==> src/rtl/set_release_sequencer.sv <==
// ============================================================================
//  Module      : set_release_sequencer
//  Description : Holds the active-low set pins of a group of flop banks low for
//                a fixed pulse width, then releases the banks one per slot.
//                The banks' clock enable stays off until the last recovery gap
//                has elapsed.
//  Revision    : 1.0 - initial release
// ============================================================================
`default_nettype none

module set_release_sequencer #(
    parameter int NUM_BANKS = 4,
    parameter int PULSE_CYC = 4,
    parameter int GAP_CYC   = 2,
    parameter int CNT_W     = 8
) (
    input  logic                 i_clk,
    input  logic                 i_rst,
    input  logic                 i_req,
    input  logic [NUM_BANKS-1:0] i_set_mask,
    output logic [NUM_BANKS-1:0] o_sn_bank,
    output logic                 o_ck_en,
    output logic                 o_busy,
    output logic                 o_done
);

    localparam int K_W = (NUM_BANKS > 1) ? $clog2(NUM_BANKS) : 1;

    localparam logic [1:0] c_IDLE    = 2'd0;
    localparam logic [1:0] c_ASSERT  = 2'd1;
    localparam logic [1:0] c_RELEASE = 2'd2;

    localparam logic [CNT_W-1:0]     c_PULSE_LAST = CNT_W'(PULSE_CYC - 1);
    localparam logic [CNT_W-1:0]     c_GAP_LAST   = CNT_W'(GAP_CYC - 1);
    localparam logic [K_W-1:0]       c_K_LAST     = K_W'(NUM_BANKS - 1);
    localparam logic [NUM_BANKS-1:0] c_ONE        = NUM_BANKS'(1);

    logic [1:0]           r_state;
    logic [1:0]           w_state_nxt;
    logic [CNT_W-1:0]     r_cnt;
    logic [K_W-1:0]       r_k;
    logic [NUM_BANKS-1:0] r_sn;
    logic                 r_done;

    logic w_pulse_end;
    logic w_slot_end;
    logic w_last_slot;

    assign w_pulse_end = (r_cnt == c_PULSE_LAST);
    assign w_slot_end  = (r_cnt == c_GAP_LAST);
    assign w_last_slot = (r_k == c_K_LAST);

    // Reset parks the machine in ASSERT so a full all-banks sequence follows.
    always_ff @(posedge i_clk) begin
        if (i_rst) begin
            r_state <= c_ASSERT;
        end else begin
            r_state <= w_state_nxt;
        end
    end

    always_comb begin
        w_state_nxt = r_state;
        case (r_state)
            c_IDLE:    if (i_req) w_state_nxt = c_ASSERT;
            c_ASSERT:  if (w_pulse_end) w_state_nxt = c_RELEASE;
            c_RELEASE: if (w_slot_end && w_last_slot) w_state_nxt = c_IDLE;
            default:   w_state_nxt = c_IDLE;
        endcase
    end

    // SN bits only fall when a request is accepted and only rise at slot starts;
    // masked-out banks enter ASSERT already high, so their slot is a no-op.
    always_ff @(posedge i_clk) begin
        if (i_rst) begin
            r_cnt  <= '0;
            r_k    <= '0;
            r_sn   <= '0;
            r_done <= 1'b0;
        end else begin
            r_done <= 1'b0;
            case (r_state)
                c_IDLE: begin
                    if (i_req) begin
                        r_sn  <= ~i_set_mask;
                        r_cnt <= '0;
                        r_k   <= '0;
                    end
                end
                c_ASSERT: begin
                    if (w_pulse_end) begin
                        r_cnt <= '0;
                        r_k   <= '0;
                        r_sn  <= r_sn | c_ONE;
                    end else begin
                        r_cnt <= r_cnt + CNT_W'(1);
                    end
                end
                c_RELEASE: begin
                    if (w_slot_end) begin
                        r_cnt <= '0;
                        if (w_last_slot) begin
                            r_done <= 1'b1;
                        end else begin
                            r_k  <= r_k + K_W'(1);
                            r_sn <= r_sn | (c_ONE << (r_k + K_W'(1)));
                        end
                    end else begin
                        r_cnt <= r_cnt + CNT_W'(1);
                    end
                end
                default: begin
                    r_cnt <= '0;
                    r_k   <= '0;
                end
            endcase
        end
    end

    always_comb begin
        o_sn_bank = r_sn;
        o_ck_en   = (r_state == c_IDLE);
        o_busy    = (r_state != c_IDLE);
        o_done    = r_done;
    end

endmodule

`default_nettype wire

==> config.mk <==
export PLATFORM = sky130hd
export DESIGN_NAME = set_release_sequencer
export DESIGN_NICKNAME = d
export VERILOG_FILES = /design/src/rtl/set_release_sequencer.sv
export SDC_FILE = /design/constraint.sdc
export NUM_CORES = 1
export LEC_CHECK = 0
export BUFFER_PORTS_ARGS = -buffer_cell sky130_fd_sc_hd__buf_2
export CORE_MARGIN = 4
export CORE_UTILIZATION = 45
export DETAILED_ROUTE_END_ITERATION = 8
export PLACE_DENSITY = 0.68
export SYNTH_ARGS = -nofsm -noshare
export SYNTH_HDL_FRONTEND = slang
export SYNTH_SLANG_ARGS = --single-unit
==> constraint.sdc <==
create_clock -name i_clk -period 2.2 [get_ports i_clk]
set_input_delay 0.33 -clock i_clk [delete_from_list [all_inputs] [get_ports i_clk]]
set_output_delay 0.33 -clock i_clk [all_outputs]
set_load 0.05 [all_outputs]
==> results.json <==
{
  "route.detailed.drc": 0,
  "synth.area.top_cells": "dfxtp_1 (30%), ha_1 (11%), nand3_1 (4.4%)",
  "grt_max_degree": 18,
  "synth_edf_count": 0,
  "synthDistinctLibCells": 36,
  "yosysWarnings": 0,
  "fp.coreArea_sq_mm": 0.00232,
  "antenna_found_initial": 0,
  "initial_core_util_pct": 49.2,
  "status": "finished clean",
  "io_pins": 14,
  "maxCapViolCount": 0,
  "seq_area_frac_synth_pct": 29.9,
  "timing.hold.ws_ps": 332,
  "final.setup.tns_ps": 0,
  "ir_drop_uv": 1040,
  "routed_wl_um": 2510,
  "crit_path_cell_trace": "nor4_4 > a31oi_2 > o311a_1 > a41o_1",
  "critPathBufInv": 0,
  "layout_commonest_cell": "dfxtp_1",
  "ys_ff_latch": 17,
  "path_class": "flip-flop to flip-flop",
  "final.setup_skew_ps": 2.83,
  "cts_tree": "built",
  "die_w_um": 58.3,
  "cp.arrival_ps": 2120,
  "cp_top_family": "compound AO/OA/AOI/OAI gates",
  "clockBufferDepth": 2,
  "clockRootBuffer": "clkbuf_4",
  "crit_path_max_incr_delay_ps": 450,
  "crit_path_end_kind": "flip-flop",
  "finalSetupViolCount": 0,
  "fill_cells": 221,
  "post_layout_nonfiller_instances": 175,
  "period_needed_ps": 1910,
  "dr.pass1.iters": 4,
  "synthArstFlopShare_pct": 0,
  "synth-main-ff-cell": "dfxtp_1",
  "syn_area_per_cell_sq_um": 8.38,
  "cts_buffers": 3,
  "antenna_cells": 0,
  "rsz0062_at_grt": "no",
  "slew_headroom_pct": 42.9,
  "hold_viol": 0,
  "dr_total_vias": 1036,
  "power.density_mw_per_mm2": 962,
  "h-tree-depth": 1,
  "fmax_mhz": 523,
  "slowest_stage": "nor4_4",
  "overflow": 0,
  "placedCellCount": 171,
  "synthDominantCellAreaShare_pct": 29.9,
  "syn_to_final_growth_pct": 9.55,
  "grt_pass1_wl_um": 4260,
  "post_drt_wl_per_cell_um": 14.3,
  "io_buffers": 13,
  "first_global_vias": 992,
  "die_h_um": 58.3,
  "first_iter_violations": 14,
  "cts_resized": 0,
  "start_kind": "flip-flop",
  "clkLatencyLatePin_ps": 300,
  "hp-class": "primary input to flip-flop",
  "syn_nets": 153,
  "num_rows": 17,
  "drive_above_1_share_pct": 17.7,
  "final_cell_mix": "dfxtp_1 (17), buf_2 (13), nand2_1 (12)",
  "numClockSinks": 17,
  "grt_usage_pct": 15.6,
  "p_total_mw": 1.20,
  "clk_pin_slew_ps": 100,
  "ant_nets": 0,
  "min_period_over_period_pct": 86.9,
  "post_cts_buffers": 0,
  "dieArea_sq_mm": 0.00340,
  "nNetsFinal": 165,
  "avgViaCountPerCell": 5.92,
  "leakage_nw": 0.507,
  "tightestPinTransition_ps": 855,
  "finalWeightedCongestion": 0.762,
  "required_ps": 2400,
  "crit_fanout": 15,
  "syn-instance-count": 136,
  "hpwl_um": 1830,
  "maxSlewViolCount": 0,
  "netlist_area_sq_mm": 0.00114,
  "synth_area_leader_cell": "dfxtp_1",
  "hold_buffers": 0
}
metrics by stage:
stage | utilization, % | setup slack (ps) | area, sq um
global route | 53.9 | 144 | 1250
global placement | 52.7 | 352 | 1220
CTS | 53.9 | 305 | 1250
detailed placement | 52.7 | 319 | 1220
finish | 53.9 | 287 | 1250
floorplan | - | 319 | 1140
cell usage after synthesis, drive strengths merged (4+ instances only):
cell type  count
nor3           7
o211ai         5
a21oi          5
o2111ai        5
mux2i          4
nand2         12
inv           11
ha            10
nor2           7
a31oi          4
clkbuf         5
nand3         10
o21ai          9
dfxtp         17
report_power, final:
part / internal (mW) / total (mW) / switching, mW
combinational: 0.208 / 0.646 / 0.438
sequential: 0.345 / 0.382 / 0.0365
clock: 0.0679 / 0.174 / 0.107
total: 0.621 / 1.20 / 0.581
flip-flops by register name, indices dropped and copies added, names as in the netlist:
| register | flops |
|---|---|
| r_state | 2 |
| r_cnt | 8 |
| r_k | 2 |
| o_sn_bank | 4 |
| o_done | 1 |
cell families after synthesis:
group / share of synthesized area, %
buf+inv: 6.59
fa+ha+maj: 11.0
simple gates: 23.1
flops: 29.9
compound gates: 26.0
mux: 3.51
cell type report:
type                       instances  area, sq um  share of cell area, %
clock inverter                     1         5.00                  0.401
multi-input combinational        100          724                   58.0
inverter                          11         41.3                   3.31
clock buffer                       3         22.5                   1.80
sequential                        17          340                   27.3
timing repair buffer              15         80.1                   6.41
tap                               28         35.0                   2.81
worst min-delay path, delay by kind of cell:
family | cells | cell delay (ps)
mux | 1 | 60
compound gates | 1 | 130
buf+inv | 1 | 80
worst paths after layout:
check                            startpoint                         to  slack (ps)  cells past startpoint
setup / recovery      r_cnt[4]$_SDFFE_PP0N_        r_k[1]$_SDFFE_PP0P_         290                      4
setup reg to reg      r_cnt[4]$_SDFFE_PP0N_        r_k[1]$_SDFFE_PP0P_         290                      4
hold reg to reg   o_sn_bank[0]$_SDFFE_PP0P_  o_sn_bank[0]$_SDFFE_PP0P_         470                      2
hold / removal                i_set_mask[0]  o_sn_bank[0]$_SDFFE_PP0P_         330                      3
metal layers:
metal / global-route usage (%) / vias to the layer above / routed length, um
li1: - / 529 / -
met1: 19.8 / 482 / 1190
met2: 25.7 / 19 / 1200
met3: 3.95 / 6 / 92
met4: 5.30 / 0 / 31
met5: 0 / - / 0
Note: power is estimated with default switching activity, not from simulation.
